**src/rtl/mesh_term_injector.sv**
```systemverilog
// Injection stage for one mesh terminal: range-checks raw requests, formats them into
// mesh packets with a per-terminal sequence number, and queues them in a FWFT FIFO.
module mesh_term_injector #(
    parameter int ROWS       = 4,
    parameter int COLUMS     = 4,
    parameter int pckg_sz    = 40,
    parameter int fifo_depth = 8,
    parameter int term_row   = 0,
    parameter int term_col   = 1,
    parameter int SEQ_W      = 8
) (
    input  logic                                 clk,
    input  logic                                 reset,
    input  logic                                 in_vld,
    output logic                                 in_rdy,
    input  logic [3:0]                           in_dst_row,
    input  logic [3:0]                           in_dst_col,
    input  logic                                 in_mode,
    input  logic                                 in_bcst,
    input  logic [pckg_sz-17-SEQ_W-1:0]          in_payload,
    input  logic                                 popin,
    output logic                                 pndng_i_in,
    output logic [pckg_sz-1:0]                   data_out_i_in,
    output logic [$clog2(fifo_depth+1)-1:0]      fill_lvl,
    output logic [15:0]                          err_cnt,
    output logic [SEQ_W-1:0]                     seq_nxt
);

    localparam int PW = (fifo_depth > 1) ? $clog2(fifo_depth) : 1;
    localparam int CW = $clog2(fifo_depth + 1);

    localparam logic [3:0] TROW    = 4'(term_row);
    localparam logic [3:0] TCOL    = 4'(term_col);
    localparam logic [3:0] ROW_MAX = 4'(ROWS);
    localparam logic [3:0] COL_MAX = 4'(COLUMS);
    localparam logic [3:0] ROW_P1  = 4'(ROWS + 1);
    localparam logic [3:0] COL_P1  = 4'(COLUMS + 1);

    logic [pckg_sz-1:0] r_mem [fifo_depth];
    logic [PW-1:0]      r_wr_ptr;
    logic [PW-1:0]      r_rd_ptr;
    logic [CW-1:0]      r_cnt;
    logic [15:0]        r_err;
    logic [SEQ_W-1:0]   r_seq;
    logic [pckg_sz-1:0] r_dout;

    logic               w_full;
    logic               w_acc;
    logic               w_legal;
    logic               w_push;
    logic               w_rej;
    logic               w_pop;
    logic [3:0]         w_dst_row;
    logic [3:0]         w_dst_col;
    logic [pckg_sz-1:0] w_pkt;
    logic [PW-1:0]      w_rd_nxt;
    logic [CW-1:0]      w_cnt_nxt;
    logic [CW-1:0]      w_remain;
    logic [pckg_sz-1:0] w_head_nxt;

    function automatic logic [PW-1:0] ptr_inc(input logic [PW-1:0] p);
        return (p == PW'(fifo_depth - 1)) ? '0 : p + PW'(1);
    endfunction

    assign w_full = (r_cnt == CW'(fifo_depth));
    assign in_rdy = !reset && !w_full;
    assign w_acc  = in_vld && in_rdy;
    assign w_push = w_acc && (in_bcst || w_legal);
    assign w_rej  = w_acc && !in_bcst && !w_legal;
    assign w_pop  = popin && (r_cnt != '0);

    // Legal targets are the edge ports ringing the mesh, minus this terminal itself.
    always_comb begin
        w_legal = 1'b0;
        if (in_dst_row == 4'd0 || in_dst_row == ROW_P1)
            w_legal = (in_dst_col >= 4'd1) && (in_dst_col <= COL_MAX);
        else if (in_dst_row >= 4'd1 && in_dst_row <= ROW_MAX)
            w_legal = (in_dst_col == 4'd0) || (in_dst_col == COL_P1);
        if (in_dst_row == TROW && in_dst_col == TCOL)
            w_legal = 1'b0;
    end

    assign w_dst_row = in_bcst ? 4'hF : in_dst_row;
    assign w_dst_col = in_bcst ? 4'hF : in_dst_col;
    assign w_pkt     = {TROW, TCOL, w_dst_row, w_dst_col, in_mode, r_seq, in_payload};

    assign w_rd_nxt  = w_pop ? ptr_inc(r_rd_ptr) : r_rd_ptr;
    assign w_remain  = w_pop ? r_cnt - CW'(1) : r_cnt;

    always_comb begin
        w_cnt_nxt = r_cnt;
        if (w_push && !w_pop)
            w_cnt_nxt = r_cnt + CW'(1);
        else if (!w_push && w_pop)
            w_cnt_nxt = r_cnt - CW'(1);
    end

    // Head is registered so it can hold its last value once the FIFO drains.
    always_comb begin
        w_head_nxt = r_dout;
        if (w_remain != '0)
            w_head_nxt = r_mem[w_rd_nxt];
        else if (w_push)
            w_head_nxt = w_pkt;
    end

    always_ff @(posedge clk) begin
        if (w_push)
            r_mem[r_wr_ptr] <= w_pkt;
    end

    always_ff @(posedge clk) begin
        if (reset) begin
            r_wr_ptr <= '0;
            r_rd_ptr <= '0;
            r_cnt    <= '0;
            r_err    <= '0;
            r_seq    <= '0;
            r_dout   <= '0;
        end else begin
            r_cnt    <= w_cnt_nxt;
            r_rd_ptr <= w_rd_nxt;
            r_dout   <= w_head_nxt;
            if (w_push) begin
                r_wr_ptr <= ptr_inc(r_wr_ptr);
                r_seq    <= r_seq + SEQ_W'(1);
            end
            if (w_rej && r_err != 16'hFFFF)
                r_err <= r_err + 16'd1;
        end
    end

    assign pndng_i_in    = (r_cnt != '0);
    assign data_out_i_in = r_dout;
    assign fill_lvl      = r_cnt;
    assign err_cnt       = r_err;
    assign seq_nxt       = r_seq;

endmodule

```
**config.mk**
```make
export PLATFORM = sky130hd
export DESIGN_NAME = mesh_term_injector
export DESIGN_NICKNAME = d
export VERILOG_FILES = /design/src/rtl/mesh_term_injector.sv
export SDC_FILE = /design/constraint.sdc
export NUM_CORES = 1
export LEC_CHECK = 0
export CAP_MARGIN = 15
export CORE_MARGIN = 8
export CORE_UTILIZATION = 40
export DETAILED_ROUTE_END_ITERATION = 10
export SYNTH_ARGS = -nofsm -noshare
export SYNTH_HDL_FRONTEND = slang
export SYNTH_SLANG_ARGS = --single-unit
```
**constraint.sdc**
```tcl
create_clock -name clk -period 6.6 [get_ports clk]
set_input_delay 1.32 -clock clk [delete_from_list [all_inputs] [get_ports clk]]
set_output_delay 1.32 -clock clk [all_outputs]
set_load 0.1 [all_outputs]
```
After elaboration in Yosys (flattened, before gate mapping)
Memories as Yosys holds them, arrays and structs flattened.
Cells that the tools add are included.
- bits in writable memories: 256
- word-level logic and storage cells: 66
- memories kept: 1
- bits in registers: 74
- output and inout port bits: 70
- bits of input ports: 29
- memory list (name ; depth ; width ; rd ports ; clocked after memory_dff ; write ports ; RTL line ; text):
    r_mem ; 8 ; 32 ; 1 ; 0 ; 1 ; 39 ; logic [pckg_sz-1:0] r_mem [fifo_depth];
- equal/unequal tests: 7
- order comparisons: 4
- multiplexer cells: 15
- reductions and logical operators: 27
- add/subtract/negate cells: 6
- operators by type and width (kind ; number):
    2-to-1 mux 40 bit ; 2
    2-to-1 mux 4 bit ; 5
    adder 16 x 1 -> 16 bit, second input constant ; 1
    != test 16 bit, second input constant ; 1
    logical AND 1 bit ; 12
    2-to-1 mux 3 bit ; 3
    adder 8 x 1 -> 8 bit, second input constant ; 1
    equality test 4 x 3 -> 1 bit, second input constant ; 2
    >= comparator 4 x 1 -> 1 bit, second input constant ; 2
    <= comparator 4 x 3 -> 1 bit, second input constant ; 2
    zero test 4 bit ; 2
    nonzero test 4 bit ; 2
    adder 3 x 1 -> 3 bit, second input constant ; 2
    equality test 3 bit, second input constant ; 2
    zero test 1 bit ; 6
    2-to-1 mux 1 bit ; 5
    adder 4 x 1 -> 4 bit, second input constant ; 1
    equality test 4 x 1 -> 1 bit, second input constant ; 1
    equality test 4 bit, second input constant ; 1
    nonzero test 2 bit ; 2
    subtractor 4 x 1 -> 4 bit, second input constant ; 1
    logical OR 1 bit ; 3

Longest topological paths before layout
Gate-level depths: netlist (run 1).
- depth after elaboration: 11
- gate-level depth with buffers: 11

Least setup slack after synthesis (run 1)
No wires, ideal clock.
- kind: input to register
- start: in in_dst_row[3]
- end: mem r_mem[2][0] in the netlist's numbering, enable pin
- data required time: 6.087 ns
- buffers on the path: 1
- library setup time: 0.513 ns
- stages: 6
- setup slack: -0.054 ns
- arrival: 6.141 ns
- cells stage by stage: or3_1 or4b_1 a21oi_2 o21ai_2 clkbuf_1 nor4b_1
- cells in the longest elaborated chain, start to end: 9
- RTL lines (item ; RTL line ; text):
    start: declaration ; 16 ; input logic [3:0] in_dst_row,
    >= comparator 4 x 1 -> 1 bit / <= comparator 4 x 3 -> 1 bit (equally long branches) ; 77 ; else if (in_dst_row >= 4'd1 && in_dst_row <= ROW_MAX)
    logical AND 1 bit ; 77 ;
    2-to-1 mux 1 bit ; 77 ;
    2-to-1 mux 1 bit ; 75 ; if (in_dst_row == 4'd0 || in_dst_row == ROW_P1)
    2-to-1 mux 1 bit * ; 79 ; if (in_dst_row == TROW && in_dst_col == TCOL)
    logical OR 1 bit * ; 68 ; assign w_push = w_acc && (in_bcst || w_legal);
    logical AND 1 bit * ; 68 ;
    2-to-1 mux 1 bit * ; 108 ; if (w_push)
    2-to-1 mux 1 bit (implied by the code) * ; 109 ; r_mem[r_wr_ptr] <= w_pkt;
    end: declaration ; 39 ;
Mark *: on every way between the ends. The rest lies on a longest branch, timed or not.

Final worst setup path (run 1)
- start: in in_dst_row[1]
- end: reg r_cnt[2], in the netlist fill_lvl[2]
- cells in the longest elaborated chain, start to end: 10
- RTL lines (item ; RTL line ; text):
    >= comparator 4 x 1 -> 1 bit / <= comparator 4 x 3 -> 1 bit (equally long branches) ; 77 ;
    logical AND 1 bit ; 77 ;
    2-to-1 mux 1 bit ; 77 ;
    2-to-1 mux 1 bit ; 75 ;
    2-to-1 mux 1 bit * ; 79 ;
    logical OR 1 bit * ; 68 ;
    logical AND 1 bit * ; 68 ;
    zero test 1 bit ; 94 ; else if (!w_push && w_pop)
    logical AND 1 bit ; 94 ;
    nonzero test 2 bit (no line) ; n/a ;
    end signal: assignment ; 121 ; r_cnt <= w_cnt_nxt;
    end: declaration ; 42 ; logic [CW-1:0] r_cnt;
Marked as above.
A chain may end at the register's enable or synchronous reset.

==> metrics.md, run 1 <==
| Metric | Value |
|---|---|
| Fill count | `roughly 2800` |
| Reg2reg path depth | `9` |
| Via density | `~5.5` |
| Total vias in the final route | `~8500` |
| Routed wire per std cell | `roughly 20 um` |
| Most frequent cells in the layout | `edfxtp_1 (256), nand2_1 (250), nand3_1 (109), clkdlybuf4s50_1 (91), dfxtp_1 (67)` |
| Ports | `about 100` |
| Overall fraction of global-route tracks in use | `0.162` |
| Area taken by flip-flops and latches | `~9000 um2` |
| Sum of routed wire segments on met1 | `between 10 and 15 mm` |
| Type of destination of the critical path | `flip-flop` |
| Peak clock frequency supported by timing | `between 200 and 250 MHz` |
| Resized Gates After CTS | `0` |
| Final max-slew violation count | `0` |
| Number of instances on the worst hold path | `2` |
| Count of antenna-violating nets left after detailed routing | `0` |
| Average cell area after synthesis | `about 12 um2` |
| Wire length on met3 | `roughly 1.9 mm` |
| Total number of yosys warnings | `0` |
| Transition at the pin with the smallest max-transition slack | `~1100 ps` |
| First DRT Iteration DRCs | `596` |
| Standard-cell row count | `66` |
| Clock transition time at the flip-flop clock pins of the worst setup and hold paths | `~60 ps` |
| Area of the die | `38300 um2` |
| Share of post-route cells with drive strength above 1 | `0.0848` |
| Hold violation total from the final report | `0` |
| Register-to-register setup slack | `2940 ps` |
| Half-perimeter wire length after detailed placement | `18.7 mm` |
| Via count of the first global-routing pass | `around 8300` |
| Startpoint-to-endpoint class of the critical path | `in -> reg` |
| DR WL met2 | `14.6 mm` |
| Final critical-path share of the clock period | `0.666` |
| P&R area growth vs syn | `19.6%` |
| Arrival time worst endpoint | `between 4000 and 5000 ps` |
| Maximum number of pins on one net before global-route repair | `between 90 and 100` |
| Routability-driven placement congestion ratio | `0.814` |
| Instance area at placement | `14400 um2` |
| Quantity of I/O buffers inserted on ports | `91` |
| Cell count after synthesis | `roughly 1000` |
| Clk root buf | `clkbuf_16` |
| Die Y-Extent | `just under 200 um` |
| Type of the tightest min-delay check | `reg -> reg` |
| DRT Wirelength | `~32 mm` |
| Summed negative setup slack over all endpoints | `0 ps` |
| Effective utilization at floorplan | `0.401` |
| Placeable core region | `approximately 32000 um2` |
| Clk buf depth | `3` |
| Largest fanout on the critical path | `32` |
| Most common library cell in the layout ignoring fill and taps | `edfxtp_1` |
| Clk sink count | `between 300 and 400` |
| Overall power | `6270 uW` |
| Proportion of register bits with asynchronous set or reset after synthesis | `0` |
| Number of iterations in the first detailed-routing pass | `5` |
| Remaining max-slew budget at the tightest pin | `0.234` |
| Worst setup SP type | `input port` |
| Floorplan die width | `a little under 200 um` |
| Prevailing post-synth register cell | `edfxtp_1` |
| Clock buffer count from CTS | `35` |
| DRC viols | `0` |
| Net count of the finished layout | `roughly 1200` |
| Global-route congestion overflow total | `0` |
| Number of setup buffers added after CTS | `0` |
| Reg2Reg Launch Point | `fill_lvl[0]` |
| Worst supply voltage drop on vdd | `a little under 0.0003 V` |
| Reported leakage power | `about 0.0053 uW` |
| Highest metal layer with signal wires | `met4` |
| Maximum clock skew at final layout | `12.6 ps` |
| Final instance area | `between 15000 and 20000 um2` |
| Number of enable-type register cells in the synthesized netlist | `256` |
| Hold-critical path endpoint | `data_out_i_in[32]` |
| # hold bufs at CTS | `0` |
| Area used by multi-input combinational logic | `3690 um2` |
| First-pass GRT wire length | `about 49 mm` |
| Hold_ws | `around 470 ps` |
| Number of inserted diodes | `0` |
| Count of H-tree levels built during CTS | `2` |
| Critical path data required time | `approximately 7000 ps` |
| Hold wc startpoint | `data_out_i_in[32]` |
| Netlist area before placement | `about 13000 um2` |
| Initial antenna violation count | `0` |
| Ratio of total power to cell area | `405 nW/um2` |
| Max-cap viol count | `0` |
| CTS tree | `yes` |
| Reg-to-reg critical path endpoint | `data_out_i_in[8]` |
| Sequential-to-total area share from yosys stat | `0.698` |
| Final critical-path required period | `between 4000 and 5000 ps` |
| Finish-stage setup viols | `0` |
| RSZ-0062 raised after global routing | `no` |
| Flip-flop and latch count after synthesis | `323` |
| Skew-Pair Late Insertion Delay | `roughly 500 ps` |
| Post-synth cell types | `52` |
| Outcome | `finished clean` |
-- power breakdown --
part	switching [uW]	leakage, uW	internal [uW]	total [uW]
sequential	70.4	0.00290	2290	2360
clock	758	0.000529	1100	1860
combinational	1500	0.00182	548	2050
total	2330	0.00526	3940	6270
-- state kept, by name (all words and copies together), names as in the netlist --
| signal | count |
|---|---|
| r_wr_ptr | 3 |
| r_rd_ptr | 3 |
| r_mem | 256 |
| seq_nxt | 8 |
| data_out_i_in | 33 |
| err_cnt | 16 |
| fill_lvl | 4 |
-- metrics by stage --
step / setup WS (ps) / std cells / utilization
floorplan: 267 / 1048 / -
global placement: 1750 / 1502 / 0.446
detailed placement: 1700 / 1502 / 0.446
CTS: 2220 / 1564 / 0.480
global route: 2020 / 1564 / 0.480
finish: 2200 / 1564 / 0.480
-- critical path, cell delays in order --
cell	delay, ps
clkdlybuf4s50_1	470
or3_1	390
or4b_1	570
a21oi_2	190
o21ai_2	60
buf_4	260
inv_2	100
buf_4	490
ha_1	400
or3_1	400
a21oi_1	140
-- final cells by class --
cell class              instances  area share
flip-flops and latches        323       0.584
clock inverters                14     0.00575
inverters                       8     0.00194
well taps                     408      0.0330
multi-input cells             648       0.239
clock buffers                  48      0.0652
repair buffers                115      0.0714
-- layer usage --
layer  global-route usage  vias to the layer above
met1                0.226                     4220
met3               0.0319                       42
li1                     -                     4026
met2                0.255                      251
met5                    0                        -
met4               0.0444                        0
-- logic make-up (layout without fill, tap and decap cells) --
| logic type | count (synthesis) | count (layout) | share of synthesized area |
|---|---|---|---|
| AO/OA/AOI/OAI | 107 | 107 | 0.0561 |
| XOR/XNOR | 11 | 11 | 0.00745 |
| adder cells (fa/ha/maj) | 9 | 9 | 0.00871 |
| buffers and inverters | 77 | 185 | 0.0265 |
| flip-flops | 323 | 323 | 0.698 |
| multiplexers | 43 | 43 | 0.0334 |
| other | 1 | 7 | 0.000290 |
| AND/OR/NAND/NOR | 471 | 471 | 0.169 |
-- cell usage after synthesis, types with 2 or more instances --
cell type,instances,area share
dfxtp_1,67,0.10
or2_2,9,0.0044
a32o_1,12,0.0093
buf_4,10,0.0058
inv_2,2,0.00058
nand4_1,35,0.017
ha_1,9,0.0087
or4_1,5,0.0029
o22ai_1,24,0.012
nor4b_1,2,0.0014
nand2_1,250,0.073
mux2i_1,42,0.033
and3_1,6,0.0029
xor2_1,8,0.0054
or3_1,13,0.0063
buf_2,13,0.0050
o31ai_1,10,0.0058
o221ai_1,6,0.0041
and4_1,4,0.0027
clkbuf_1,39,0.011
or4b_1,2,0.0015
nor4_1,2,0.00097
o21ai_0,16,0.0062
nand3_1,109,0.042
a31oi_1,2,0.00097
nor3b_1,2,0.0012
a221oi_1,2,0.0014
nor2_1,15,0.0044
inv_1,6,0.0017
nand2b_1,4,0.0019
edfxtp_1,256,0.59
xnor2_1,3,0.0020
a21oi_1,22,0.0085
nor2b_1,4,0.0019
buf_1,7,0.0020
a32oi_1,2,0.0014
nor3_1,6,0.0023
o32ai_1,2,0.0014
-- worst max-delay path by stage --
stage	start	endpoint	slack [ps]
finish	in_dst_row[1]	fill_lvl[2]	2200
global route	in_dst_row[1]	fill_lvl[2]	2020
CTS	reset	in_rdy	2220
detailed placement	in_dst_row[1]	fill_lvl[2]	1700
global placement	in_dst_row[0]	fill_lvl[3]	1750
floorplan	in_dst_row[3]	r_mem[0][0]	270
Power figures use the tool's default switching activity.
==> inputs of run 2 (changes only) <==
Clock period 6.6 ns to 4.1 ns, I/O delays scaled along.
==> run 2 against run 1 <==
Final cell count rose by 1.2%. Setup slack got worse by 1400 ps. Critical path depth fell by 3. Wire length fell by 0.27%. Critical endpoint is now r_mem[2][3]. First-iteration DRC count rose by 16%. Sequential share of layout area fell by 0.99 points. Global-route usage rose by 0.14 points. Die area did not move. Total power rose by 64%. Via count rose by 0.42%.
==> metrics.md, run 2 (synthesis gave the netlist of run 1 again) <==
| Metric | Value |
|---|---|
| Routability-driven placement congestion ratio | `0.787` |
| Final max-slew violation count | `0` |
| Cell chain of the critical path | `clkdlybuf4s50_1 > or3_1 > or4b_1 > a21oi_2 > o21ai_4 > buf_4 > nor4b_4 > buf_4` |
| Number of iterations in the first detailed-routing pass | `4` |
| Count of antenna-violating nets left after detailed routing | `0` |
| Clock transition time at the flip-flop clock pins of the worst setup and hold paths | `60 ps` |
| Final critical-path required period | `around 3300 ps` |
| Clk sink count | `between 300 and 400` |
| Half-perimeter wire length after detailed placement | `19.2 mm` |
| Largest fanout on the critical path | `24` |
| Type of destination of the critical path | `flip-flop` |
| Slowest stage cell on the critical path | `or4b_1` |
| Count of H-tree levels built during CTS | `2` |
| Ratio of total power to cell area | `roughly 650 nW/um2` |
| Worst path top cell family by delay | `simple AND/OR/NAND/NOR gates` |
| Via density | `roughly 5.4` |
| # hold bufs at CTS | `0` |
| Number of inserted diodes | `0` |
| Critical path data required time | `between 4000 and 5000 ps` |
| Routed wire per std cell | `about 20 um` |
| Via count of the first global-routing pass | `8482` |
| Floorplan die width | `196 um` |
| Clock buffer count from CTS | `35` |
| P&R area growth vs syn | `21.6%` |
| Arrival time worst endpoint | `~3500 ps` |
| Remaining max-slew budget at the tightest pin | `0.315` |
| Net count of the finished layout | `around 1200` |
| Most common cell type on the critical path | `buf_4` |
| Area taken by flip-flops and latches | `9030 um2` |
| Share of post-route cells with drive strength above 1 | `0.104` |
| Effective utilization at floorplan | `0.401` |
| Initial antenna violation count | `0` |
| Overall fraction of global-route tracks in use | `0.163` |
| Hold violation total from the final report | `0` |
| Standard-cell row count | `between 60 and 70` |
| Resized Gates After CTS | `0` |
| Most common library cell in the layout ignoring fill and taps | `edfxtp_1` |
| Clk root buf | `clkbuf_16` |
| Largest register by flop count | `r_mem` |
| Fill count | `approximately 2800` |
| Max-cap viol count | `0` |
| RSZ-0062 raised after global routing | `no` |
| Highest cell delay on the worst timing path | `around 570 ps` |
| Transition at the pin with the smallest max-transition slack | `approximately 1000 ps` |
| Outcome | `finished clean` |
| Global-route congestion overflow total | `0` |
| Area of the die | `between 30000 and 40000 um2` |
| Worst setup slack after layout | `803 ps` |
| Die Y-Extent | `approximately 200 um` |
| Startpoint-to-endpoint class of the critical path | `in -> reg` |
| Number of buffer and inverter instances along the worst setup path | `3` |
| Finish-stage setup viols | `0` |
| Total vias in the final route | `about 8600` |
| Post-layout util | `0.488` |
| Pre-CTS setup slack | `between 200 and 300 ps` |
| First DRT Iteration DRCs | `slightly below 700` |
| Largest register FFs | `256` |
| CTS tree | `yes` |
| Number of setup buffers added after CTS | `0` |
| Maximum number of pins on one net before global-route repair | `between 90 and 100` |
| Final critical-path share of the clock period | `0.804` |
| Skew-Pair Late Insertion Delay | `between 500 and 600 ps` |
| DRT Wirelength | `roughly 32 mm` |
| Quantity of I/O buffers inserted on ports | `91` |
| Clk buf depth | `3` |
| Type of the tightest min-delay check | `reg -> reg` |
| Peak clock frequency supported by timing | `303 MHz` |
| First-pass GRT wire length | `just under 50 mm` |
| Worst supply voltage drop on vdd | `between 0.0005 and 0.0006 V` |
| Most frequent cells in the layout | `edfxtp_1 (256), nand2_1 (250), nand3_1 (109), clkdlybuf4s50_1 (89), dfxtp_1 (67)` |
| Placeable core region | `between 30000 and 40000 um2` |
| DRC viols | `0` |
| Ports | `a little under 100` |
| Maximum clock skew at final layout | `13.5 ps` |
| Worst setup SP type | `input port` |
| Area used by multi-input combinational logic | `about 3700 um2` |
| Reported leakage power | `0.00538 uW` |
==> run 2: final timing paths <==
| check | startpoint | to | slack (ps) | cells after the start |
|---|---|---|---|---|
| worst min-delay path | data_out_i_in[32] | data_out_i_in[32] | 470 | 2 |
| worst min register to register | data_out_i_in[32] | data_out_i_in[32] | 470 | 2 |
| worst max register to register | fill_lvl[0] | data_out_i_in[22] | 910 | 9 |
| worst max-delay path | in_dst_row[1] | r_mem[2][3] | 800 | 8 |
==> run 2: layer usage <==
metal	vias to the layer above	track usage	wire length (um)
met5	-	0	0
met2	257	0.265	14900
met1	4198	0.217	14000
li1	4066	-	-
met4	0	0.0592	853
met3	54	0.0298	1830
==> run 2: layout make-up <==
cell class              count  share of cell area
inverters                   8             0.00191
repair buffers            132              0.0836
well taps                 408              0.0325
clock buffers              46              0.0610
clock inverters            18             0.00963
multi-input cells         648               0.237
flip-flops and latches    323               0.574
==> run 2: worst min-delay path, cell delays in order, from the launching register on <==
cell     delay (ps)
dfxtp_1         310
inv_1            50
a31oi_1          60
==> run 2: power breakdown <==
part | leakage (uW) | internal (uW) | switching (uW)
sequential | 0.00290 | 3680 | 112
combinational | 0.00194 | 966 | 2470
clock | 0.000546 | 1780 | 1250
==> run 2: metrics by stage <==
stage                     area [um2]  setup TNS (ps)  cells  power (uW)  hold slack, ps
final                          15700               0   1583       10300             471
after global routing           15700               0   1583       10700             529
after CTS                      15700               0   1583       10400             478
after detailed placement       14600               0   1519        7320             459
after global placement         14600               0   1519        7310             452
after floorplan                13000           -9630   1048        6330             563
==> inputs of run 3 (changes only) <==
Clock period 4.1 ns to 3 ns, I/O delays scaled along.
==> run 3 against run 2 <==
Sequential cell count unchanged. Setup slack worse by 700 ps. Die area unchanged. Critical endpoint is now r_mem[3][31]. Critical path type unchanged. Clock skew up 2.1 ps. Wire length up 0.86%. Combinational power up 42%. First-iteration DRC count down 3.0%. Final cell count up 1.6%. Sequential power up 37%. Core utilization up 0.60 points. Total power up 39%. Critical path depth up 1.
==> metrics.md, run 3 (synthesis gave the netlist of run 1 again) <==
| Metric | Value |
|---|---|
| Final critical-path share of the clock period | `0.967` |
| Hold violation total from the final report | `0` |
| Most common cell type on the critical path | `buf_4` |
| Via count of the first global-routing pass | `8747` |
| Reg-to-reg critical path endpoint | `data_out_i_in[29]` |
| Placeable core region | `around 32000 um2` |
| Effective utilization at floorplan | `0.401` |
| Final max-slew violation count | `0` |
| Largest register by flop count | `r_mem` |
| Most frequent cells in the layout | `edfxtp_1 (256), nand2_1 (249), buf_4 (114), nand3_1 (109), dfxtp_1 (63)` |
| DRT Wirelength | `between 30 and 40 mm` |
| Routed wire per std cell | `19.8 um` |
| Most common library cell in the layout ignoring fill and taps | `edfxtp_1` |
| Clk buf depth | `3` |
| Worst setup SP type | `input port` |
| Clock transition time at the flip-flop clock pins of the worst setup and hold paths | `about 60 ps` |
| Critical path data required time | `between 3000 and 4000 ps` |
| Reg2Reg Launch Point | `fill_lvl[0]` |
| Net count of the finished layout | `1214` |
| Area of the die | `around 38000 um2` |
| Overall power | `around 14000 uW` |
| Clk sink count | `323` |
| Initial antenna violation count | `0` |
| Proportion of power drawn by the clock network | `0.292` |
| # hold bufs at CTS | `0` |
| Quantity of I/O buffers inserted on ports | `just over 90` |
| First-pass GRT wire length | `~50 mm` |
| RSZ-0062 raised after global routing | `yes` |
| Maximum number of pins on one net before global-route repair | `53` |
| DRC viols | `0` |
| Number of iterations in the first detailed-routing pass | `7` |
| Global-route congestion overflow total | `0` |
| First DRT Iteration DRCs | `~670` |
| Via density | `between 5 and 6` |
| Register-to-register setup slack | `around 380 ps` |
| Hold-critical path endpoint | `err_cnt[15]` |
| Largest fanout on the critical path | `24` |
| Logic gate share of total power | `0.342` |
| Cell Count, Final, Fillers Out | `~1600` |
| Peak clock frequency supported by timing | `roughly 340 MHz` |
| Ports | `a little under 100` |
| Largest register FFs | `about 260` |
| Cell Count Post-Placement | `1546` |
| Arrival time worst endpoint | `3090 ps` |
| Startpoint-to-endpoint class of the critical path | `in -> reg` |
| Net switching power of the design | `about 5300 uW` |
| Outcome | `finished clean` |
| Number of instances on the worst hold path | `2` |
| Ratio of total power to cell area | `around 890 nW/um2` |
| Final critical-path required period | `~2900 ps` |
| Cell internal pwr | `a little under 9000 uW` |
| Post-layout util | `0.494` |
| Routability-driven placement congestion ratio | `between 0.7 and 0.8` |
| Worst setup slack after layout | `slightly below 100 ps` |
| Max-cap viol count | `0` |
| Register share of total power | `0.366` |
| Total vias in the final route | `8647` |
| Slowest stage cell on the critical path | `or4b_4` |
| Number of inserted diodes | `0` |
| Type of the tightest min-delay check | `reg -> reg` |
| Die Y-Extent | `between 150 and 200 um` |
| Maximum clock skew at final layout | `between 15 and 20 ps` |
| Hold_ws | `498 ps` |
| Highest cell delay on the worst timing path | `roughly 540 ps` |
| Count of antenna-violating nets left after detailed routing | `0` |
| Remaining max-slew budget at the tightest pin | `0.585` |
| P&R area growth vs syn | `23.1%` |
| Count of H-tree levels built during CTS | `2` |
| Type of destination of the critical path | `flip-flop` |
| Fraction of power spent switching nets | `0.370` |
| Fill count | `2864` |
| Skew-Pair Late Insertion Delay | `approximately 500 ps` |
| Cell chain of the critical path | `clkdlybuf4s50_1 > or3_1 > or4b_4 > a21oi_2 > o21ai_2 > buf_4 > buf_4 > nor3_4 > buf_12` |
| Reg2reg path depth | `8` |
| Share of post-route cells with drive strength above 1 | `0.181` |
| Overall fraction of global-route tracks in use | `0.166` |
| Floorplan die width | `196 um` |
| Hold wc startpoint | `err_cnt[15]` |
| Half-perimeter wire length after detailed placement | `19.4 mm` |
| Clk root buf | `clkbuf_16` |
| CTS tree | `yes` |
| Reported leakage power | `approximately 0.0057 uW` |
| Pre-CTS setup slack | `-426 ps` |
| Finish-stage setup viols | `0` |
| Standard-cell row count | `66` |
| Worst supply voltage drop on vdd | `0.000693 V` |
| Transition at the pin with the smallest max-transition slack | `between 600 and 700 ps` |
| Clock buffer count from CTS | `35` |
[run 3: cell count changes in the layout (fill, tap and decap cells not counted), sizes merged]
cell           change
buf               +89
bufinv             +1
clkbuf             +2
clkinvlp           -1
clkdlybuf4s50     -61
clkinv             -4
[run 3: layout make-up]
type | count | area, um2 | share of cell area
inverters | 8 | 30.0 | 0.00189
clock buffers | 48 | 945 | 0.0594
multi-input cells | 648 | 3750 | 0.236
repair buffers | 160 | 1500 | 0.0940
well taps | 408 | 510 | 0.0321
flip-flops and latches | 323 | 9040 | 0.568
clock inverters | 14 | 146 | 0.00920
[run 3: critical path: cells and delay by family]
kind                   cells  cell delay, ps
AO/OA/AOI/OAI              2             300
AND/OR/NAND/NOR            3            1160
buffers and inverters      4            1030
[run 3: layer usage]
metal  up-vias  routed length [um]  share of wire  global-route usage
met3        30                2000          0.063              0.0336
met4         0                 495          0.016              0.0376
li1       4114                   -              -                   -
met5         -                   0              0                   0
met2       263               14900           0.47               0.269
met1      4240               14500           0.45               0.227
[run 3: worst max-delay path by stage]
stage,slack (ps),from,to
6_report,100,in_dst_row[3],r_mem[3][31]
5_1_grt,-0.2,in_dst_row[3],r_mem[5][0]
4_1_cts,100,in_dst_row[3],r_mem[3][26]
3_5_place_dp,-430,in_dst_row[3],r_mem[3][26]
3_3_place_gp,-390,in_dst_row[3],r_mem[2][4]
2_1_floorplan,-580,in_dst_row[3],r_mem[2][0]
[run 3: repair_timing]
item	4_1_cts	5_1_grt
setup endpoints to repair	0	11
gates resized for setup	0	1
setup buffers	0	1
endpoints found under the hold margin	0	0
[run 3: per-stage QoR]
stage                     cell area, um2  TNS (ps)
after detailed placement           14800   -109480
final                              15900         0
after CTS                          15900         0
after global routing               15900    -0.157
after floorplan                    13100   -103800
after global placement             14800    -96140
[run 3: power by group through the flow]
| stage | clock network [uW] | registers [uW] | logic [uW] |
|---|---|---|---|
| 5_1_grt | 4400 | 5230 | 5240 |
| 6_report | 4140 | 5200 | 4870 |
| 2_1_floorplan | 0 | 6370 | 2290 |
| 4_1_cts | 4220 | 5210 | 4930 |
| 3_5_place_dp | 0 | 5300 | 4900 |
| 3_3_place_gp | 0 | 5300 | 4870 |
